==> config.mk <==
export PLATFORM = sky130hd
export DESIGN_NAME = candy_vend_ctrl
export DESIGN_NICKNAME = d
export VERILOG_FILES = /design/src/rtl/candy_pkg.sv /design/src/rtl/candy_vend_ctrl_key_edge.sv /design/src/rtl/candy_vend_ctrl.sv
export SDC_FILE = /design/constraint.sdc
export NUM_CORES = 1
export LEC_CHECK = 0
export ABC_AREA = 1
export CAP_MARGIN = 10
export CORE_MARGIN = 2
export CORE_UTILIZATION = 30
export CTS_CLUSTER_DIAMETER = 30
export DETAILED_ROUTE_END_ITERATION = 16
export GPL_TIMING_DRIVEN = 0
export PLACE_DENSITY = 0.54
export SLEW_MARGIN = 40
export SYNTH_ARGS = -nofsm -noshare
export SYNTH_HDL_FRONTEND = slang
export SYNTH_SLANG_ARGS = --single-unit
==> constraint.sdc <==
create_clock -name clk -period 3.1 [get_ports clk]
set_input_delay 0.93 -clock clk [delete_from_list [all_inputs] [get_ports clk]]
set_output_delay 0.93 -clock clk [all_outputs]
set_load 0.01 [all_outputs]
==> src/rtl/candy_pkg.sv <==
// -----------------------------------------------------------------------------
// candy_pkg
// Shared definitions for the candy vending controller: FSM state encoding,
// coin values, key bit positions in key_in, change-coin strobe encodings and
// helpers that pick and value a change coin.
// -----------------------------------------------------------------------------
package candy_pkg;

   // Controller states.
   localparam logic [1:0] ST_IDLE     = 2'd0;
   localparam logic [1:0] ST_DISPENSE = 2'd1;
   localparam logic [1:0] ST_CHANGE   = 2'd2;

   // Coin values in credit units.
   localparam logic [7:0] COIN_10  = 8'd10;
   localparam logic [7:0] COIN_50  = 8'd50;
   localparam logic [7:0] COIN_100 = 8'd100;

   // Bit positions inside key_in. Bit 0 is not wired to anything.
   localparam int KEY_C100 = 5;
   localparam int KEY_C50  = 4;
   localparam int KEY_C10  = 3;
   localparam int KEY_BUY  = 2;
   localparam int KEY_RET  = 1;

   // One-hot change-coin strobe encodings.
   localparam logic [2:0] CHG_100 = 3'b100;
   localparam logic [2:0] CHG_50  = 3'b010;
   localparam logic [2:0] CHG_10  = 3'b001;

   // Largest coin not exceeding the amount still owed. Credit is always a
   // multiple of 10, so a nonzero amount always has a payable coin.
   function automatic logic [2:0] change_pick(input logic [7:0] amount);
      if (amount >= COIN_100)
         return CHG_100;
      else if (amount >= COIN_50)
         return CHG_50;
      else
         return CHG_10;
   endfunction

   // Credit value of a one-hot change strobe.
   function automatic logic [7:0] change_value(input logic [2:0] strobe);
      case (strobe)
         CHG_100: return COIN_100;
         CHG_50:  return COIN_50;
         CHG_10:  return COIN_10;
         default: return 8'd0;
      endcase
   endfunction

endpackage

==> src/rtl/candy_vend_ctrl_key_edge.sv <==
// -----------------------------------------------------------------------------
// key_edge
// Front end for one key: 2-flop synchronizer, stability counter and a
// one-cycle pulse on each debounced 0->1 transition.
//
// Ports:
//   clk        in  1  clock
//   reset      in  1  asynchronous, active-low reset
//   key_raw    in  1  raw asynchronous key level
//   key_event  out 1  one-cycle pulse when the accepted level rises
// -----------------------------------------------------------------------------
module key_edge #(
   parameter int unsigned DEBOUNCE = 16
) (
   input  logic clk,
   input  logic reset,
   input  logic key_raw,
   output logic key_event
);

   localparam int CNT_W = $clog2(DEBOUNCE + 1);
   localparam logic [CNT_W-1:0] CNT_LAST = CNT_W'(DEBOUNCE - 1);

   logic             sync1;
   logic             sync2;
   logic             level;
   logic             armed;
   logic [CNT_W-1:0] cnt;

   // After reset the key is not trusted until it has been seen stably low for
   // a full debounce period, so a key held through reset release never yields
   // an event. Once armed, the counter runs while the synchronized sample
   // differs from the accepted level and restarts whenever they agree; the
   // event is raised in the same cycle the accepted level goes high.
   always_ff @(posedge clk or negedge reset) begin
      if (!reset) begin
         sync1     <= 1'b0;
         sync2     <= 1'b0;
         level     <= 1'b0;
         armed     <= 1'b0;
         cnt       <= '0;
         key_event <= 1'b0;
      end else begin
         sync1     <= key_raw;
         sync2     <= sync1;
         key_event <= 1'b0;
         if (!armed) begin
            if (sync2) begin
               cnt <= '0;
            end else if (cnt == CNT_LAST) begin
               armed <= 1'b1;
               cnt   <= '0;
            end else begin
               cnt <= cnt + CNT_W'(1);
            end
         end else if (sync2 != level) begin
            if (cnt == CNT_LAST) begin
               level     <= sync2;
               key_event <= sync2;
               cnt       <= '0;
            end else begin
               cnt <= cnt + CNT_W'(1);
            end
         end else begin
            cnt <= '0;
         end
      end
   end

endmodule

==> src/rtl/candy_vend_ctrl.sv <==
// -----------------------------------------------------------------------------
// candy_vend_ctrl
// Sequencing controller for the candy vending datapath: debounced key events,
// credit register and the IDLE / DISPENSE / CHANGE state machine.
//
// Ports:
//   clk          in  1  clock, rising edge
//   reset        in  1  asynchronous, active-low reset
//   key_in       in  6  raw keys: [5] coin100 [4] coin50 [3] coin10
//                       [2] buy [1] return [0] ignored
//   credit       out 8  current credit
//   candy        out 1  dispense actuator, high DISP_CYCLES cycles
//   change_beg   out 3  one-hot change strobe: [2]=100 [1]=50 [0]=10
//   change_obeg  out 1  high while change is being returned
//   reject       out 1  one-cycle pulse on a refused coin or buy
// -----------------------------------------------------------------------------
module candy_vend_ctrl #(
   parameter int unsigned PRICE       = 70,
   parameter int unsigned CREDIT_MAX  = 250,
   parameter int unsigned DEBOUNCE    = 16,
   parameter int unsigned DISP_CYCLES = 4,
   parameter int unsigned CHG_GAP     = 4
) (
   input  logic       clk,
   input  logic       reset,
   input  logic [5:0] key_in,
   output logic [7:0] credit,
   output logic       candy,
   output logic [2:0] change_beg,
   output logic       change_obeg,
   output logic       reject
);

   import candy_pkg::*;

   localparam logic [7:0] PRICE_C   = 8'(PRICE);
   localparam logic [8:0] CMAX_C    = 9'(CREDIT_MAX);
   localparam logic [7:0] DISP_LAST = 8'(DISP_CYCLES - 1);
   localparam logic [7:0] GAP_LAST  = 8'(CHG_GAP - 1);

   logic [5:1] key_ev;
   logic       unused_key0;
   logic [1:0] state;
   logic [7:0] seq_cnt;
   logic       coin_ev;
   logic [7:0] coin_val;
   logic       buy_ev;
   logic       ret_ev;
   logic [8:0] credit_sum;
   logic [2:0] chg_pick;

   assign unused_key0 = key_in[0];

   key_edge #(.DEBOUNCE(DEBOUNCE)) u_key_c100 (
      .clk       (clk),
      .reset     (reset),
      .key_raw   (key_in[KEY_C100]),
      .key_event (key_ev[KEY_C100])
   );

   key_edge #(.DEBOUNCE(DEBOUNCE)) u_key_c50 (
      .clk       (clk),
      .reset     (reset),
      .key_raw   (key_in[KEY_C50]),
      .key_event (key_ev[KEY_C50])
   );

   key_edge #(.DEBOUNCE(DEBOUNCE)) u_key_c10 (
      .clk       (clk),
      .reset     (reset),
      .key_raw   (key_in[KEY_C10]),
      .key_event (key_ev[KEY_C10])
   );

   key_edge #(.DEBOUNCE(DEBOUNCE)) u_key_buy (
      .clk       (clk),
      .reset     (reset),
      .key_raw   (key_in[KEY_BUY]),
      .key_event (key_ev[KEY_BUY])
   );

   key_edge #(.DEBOUNCE(DEBOUNCE)) u_key_ret (
      .clk       (clk),
      .reset     (reset),
      .key_raw   (key_in[KEY_RET]),
      .key_event (key_ev[KEY_RET])
   );

   // Only the highest-priority event of a cycle survives; anything lower in
   // the same cycle is dropped without a reject.
   always_comb begin
      coin_ev  = 1'b0;
      coin_val = 8'd0;
      buy_ev   = 1'b0;
      ret_ev   = 1'b0;
      if (key_ev[KEY_C100]) begin
         coin_ev  = 1'b1;
         coin_val = COIN_100;
      end else if (key_ev[KEY_C50]) begin
         coin_ev  = 1'b1;
         coin_val = COIN_50;
      end else if (key_ev[KEY_C10]) begin
         coin_ev  = 1'b1;
         coin_val = COIN_10;
      end else if (key_ev[KEY_BUY]) begin
         buy_ev = 1'b1;
      end else if (key_ev[KEY_RET]) begin
         ret_ev = 1'b1;
      end
   end

   // Nine-bit sum so an overflowing coin is caught before credit can wrap.
   assign credit_sum = {1'b0, credit} + {1'b0, coin_val};
   assign chg_pick   = change_pick(credit);

   assign change_obeg = (state == ST_CHANGE);

   // Main sequencer. seq_cnt counts candy cycles in DISPENSE and the gap
   // between change strobes in CHANGE; entering CHANGE with seq_cnt at zero
   // makes the first strobe fire on the very next cycle.
   always_ff @(posedge clk or negedge reset) begin
      if (!reset) begin
         state      <= ST_IDLE;
         credit     <= 8'd0;
         candy      <= 1'b0;
         change_beg <= 3'b000;
         reject     <= 1'b0;
         seq_cnt    <= 8'd0;
      end else begin
         reject     <= 1'b0;
         change_beg <= 3'b000;
         case (state)
            ST_IDLE: begin
               if (coin_ev) begin
                  if (credit_sum <= CMAX_C)
                     credit <= credit_sum[7:0];
                  else
                     reject <= 1'b1;
               end else if (buy_ev) begin
                  if (credit >= PRICE_C) begin
                     credit  <= credit - PRICE_C;
                     candy   <= 1'b1;
                     seq_cnt <= 8'd0;
                     state   <= ST_DISPENSE;
                  end else begin
                     reject <= 1'b1;
                  end
               end else if (ret_ev && credit != 8'd0) begin
                  seq_cnt <= 8'd0;
                  state   <= ST_CHANGE;
               end
            end
            ST_DISPENSE: begin
               if (coin_ev)
                  reject <= 1'b1;
               if (seq_cnt == DISP_LAST) begin
                  candy   <= 1'b0;
                  seq_cnt <= 8'd0;
                  state   <= (credit != 8'd0) ? ST_CHANGE : ST_IDLE;
               end else begin
                  seq_cnt <= seq_cnt + 8'd1;
               end
            end
            ST_CHANGE: begin
               if (coin_ev)
                  reject <= 1'b1;
               if (credit == 8'd0) begin
                  state <= ST_IDLE;
               end else if (seq_cnt == 8'd0) begin
                  change_beg <= chg_pick;
                  credit     <= credit - change_value(chg_pick);
                  seq_cnt    <= GAP_LAST;
               end else begin
                  seq_cnt <= seq_cnt - 8'd1;
               end
            end
            default: begin
               candy <= 1'b0;
               state <= ST_IDLE;
            end
         endcase
      end
   end

endmodule

==> flow_metrics.env <==
export IMPL_power_mw=2.12
export IMPL_synth_compound_area_share_pct=11.9
export IMPL_p_leak_nw=2.44
export IMPL_skew_ns=0.00506
export IMPL_die_y_microns=124
export IMPL_worstSkewPairLatency_ns=0.33
export IMPL_ys_seq_area_share_pct=42.1
export IMPL_avgSynthCellArea_sq_um=7.78
export IMPL_syn_nets=588
export IMPL_ctsHoldBuffers=0
export IMPL_crit_path_start_kind="register"
export IMPL_cts_tree="built"
export IMPL_synthFlopType="dfrtp_1"
export IMPL_numCtsBuffers=9
export IMPL_worst_slack_ns=0.251
export IMPL_clkSlewWorstSetupHoldPaths_ns=0.05
export IMPL_synth_ff_latch_count=72
export IMPL_pwr_density_cell_nw_per_um2=420
export IMPL_synth_area_leader_cell="dfrtp_1"
export IMPL_synth_top_cells_by_area="dfrtp_1, nand2_1, ha_1, inv_1, nor2_1"
export IMPL_synth_area_sq_um=4280
export IMPL_ios=22
export IMPL_syn_to_final_growth_pct=17.8
export IMPL_hold_path_depth=0
export IMPL_r2r_slack_ns=0.25
export IMPL_reg2reg_from="credit[1]"
export IMPL_row_count=43
export IMPL_vdd_ir_drop_worst_v=0.000337
export IMPL_finalCriticalPeriod_ns=2.85
export IMPL_syn_inst=551
export IMPL_fp_dieW_microns=124
export IMPL_criticalPathCategory="register to register"
export IMPL_grt_max_degree=59
export IMPL_min_from="u_key_c10.sync1"
export IMPL_routedWlPerCell_microns=11.9
export IMPL_drtIter0Drc=265
export IMPL_yosys_area_top_type_share_pct=42.1
export IMPL_post_dp_hpwl_microns=6880
export IMPL_report_final_slew_viol_count=0
export IMPL_maxCapViolCount=0
export IMPL_synth_xor_area_share_pct=1.43
export IMPL_grt_first_pass_wirelength_microns=16200
export IMPL_diodes=0
export IMPL_nets=619
export IMPL_drc_errors=0
export IMPL_met1_usage_pct=17.6
export IMPL_async_flop_share_pct=100
export IMPL_yosys_area_share_simple_pct=27.6
export IMPL_vias=3587
export IMPL_totalWireLength_microns=9090
export IMPL_cts_sinks=72
export IMPL_synth_edf_count=0
export IMPL_critPathRequiredTime_ns=3.32
export IMPL_drive_gt1_share_pct=7.17
export IMPL_setup_violations=0
export IMPL_timing_rr_end="credit[7]"
export IMPL_synth_top_family_by_area="simple AND/OR/NAND/NOR gates"
export IMPL_clock_fmax_mhz=351
export IMPL_fillers=1438
export IMPL_dieArea_sq_um=15300
export IMPL_port_buffers=19
export IMPL_hp_class="register to register"
export IMPL_status="completed"
export IMPL_grt_overflow=0
export IMPL_period_share_pct=91.9
export IMPL_critPathArrivalTime_ns=3.07
export IMPL_via_per_inst=4.68
export IMPL_clockRootBuffer="clkbuf_16"
export IMPL_crit_start="credit[1]"
export IMPL_coreArea_sq_um=13900
export IMPL_start_util_pct=30.7
export IMPL_yosys_warnings=0
export IMPL_antenna_found_initial=0
export IMPL_holdPathEnd="u_key_c10.sync2"
export IMPL_gp_congestion=0.869
export IMPL_crit_fanout=8
export IMPL_synthMuxAreaShare_pct=0.467
export IMPL_post_cts_resized=0
export IMPL_postRouteAntennaNets=0
export IMPL_finalHoldViolCount=0
export IMPL_place_ws_ns=0.0712
export IMPL_final_common_cell="nand2_1"
export IMPL_grt_busiest_layer="met2"
export IMPL_htree_levels=3
export IMPL_first_pass_iters=4
export IMPL_use_met2_pct=21.4
export IMPL_cts_setup_buffers=0
export IMPL_worst_r2r_cell_count=15
export IMPL_hold_ws_ns=0.347
export IMPL_met3_usage_pct=3.60
export IMPL_fin_tns_setup_ns=0
export IMPL_end_kind="register"
export IMPL_track_usage_pct=13.3
export IMPL_final_cell_mix="nand2_1, inv_1, dfrtp_1"
export IMPL_grt_pass1_vias=3484
export IMPL_clock_path_buffers=2
export IMPL_synthAdderAreaFrac_pct=8.82
export IMPL_rsz0062_at_grt="false"
export IMPL_ys_types=36
==> cells in the mapped netlist, types with 7 or more instances <==
master,instances
a21oi_1,30
dfrtp_1,72
ha_1,27
inv_1,71
nand2_1,125
nand3_1,43
nand4_1,7
nor2_1,64
nor3_1,8
o21ai_0,43
==> per-layer routing <==
metal | vias up | part of all wire [%]
met1 | 1662 | 48
met2 | 57 | 46
li1 | 1858 | -
met4 | 0 | 1.2
met3 | 10 | 4.6
met5 | - | 0
==> report_power, final <==
group	total (mW)	internal (mW)	switching (mW)
Combinational	0.0650	0.0260	0.0390
Sequential	0.977	0.963	0.0143
Clock	1.08	0.701	0.378
Total	2.12	1.69	0.431
==> kinds of logic after synthesis <==
kind of cell	after synthesis
fa+ha+maj	29
compound gates	93
flops	72
buf+inv	81
xor+xnor	7
mux	2
other cells	1
simple gates	266
==> metrics by stage <==
stage / utilization [%] / area, sq um / std cells
finish: 36.2 / 5050 / 766
CTS: 36.2 / 5040 / 766
global route: 36.2 / 5050 / 766
detailed placement: 33.9 / 4730 / 751
floorplan: - / 4280 / 551
global placement: 33.7 / 4700 / 750
==> final cells by class <==
class	count	area [sq um]	share of cell area, %
plain buffers	5	40.0	0.793
clock buffers	10	229	4.54
clock inverters	5	82.6	1.64
inverters	76	285	5.65
multi-input cells	398	2160	42.8
flip-flops and latches	72	1800	35.7
well taps	180	225	4.46
repair buffers	20	219	4.34
==> critical path, cell delays in order (launching register included) <==
cell,delay [ns]
dfrtp_1,0.51
inv_1,0.20
ha_1,0.17
nor3_1,0.06
o31ai_2,0.33
inv_1,0.15
ha_1,0.23
fa_1,0.43
inv_1,0.07
nand4_1,0.11
nand3_1,0.09
nand2_1,0.05
nand3_1,0.06
o21ai_0,0.12
nand3_1,0.10
nand2_1,0.05
==> worst max-delay path by stage <==
stage | endpoint | slack (ns) | depth (start not counted)
floorplan | credit[7] | 0.52 | 15
global placement | seq_cnt[1] | -1.41 | 1
detailed placement | credit[7] | 0.07 | 15
CTS | credit[7] | 0.06 | 15
global route | credit[5] | 0.009 | 13
finish | credit[7] | 0.25 | 15
==> registers in the layout, summed over array words and instances (netlist names), 2 cells and up <==
signal	count
change_beg	3
u_key_ret.cnt	5
credit	7
u_key_c10.cnt	5
seq_cnt	8
u_key_buy.cnt	5
state	2
u_key_c100.cnt	5
u_key_c50.cnt	5
Power figures use the tool's default switching activity.
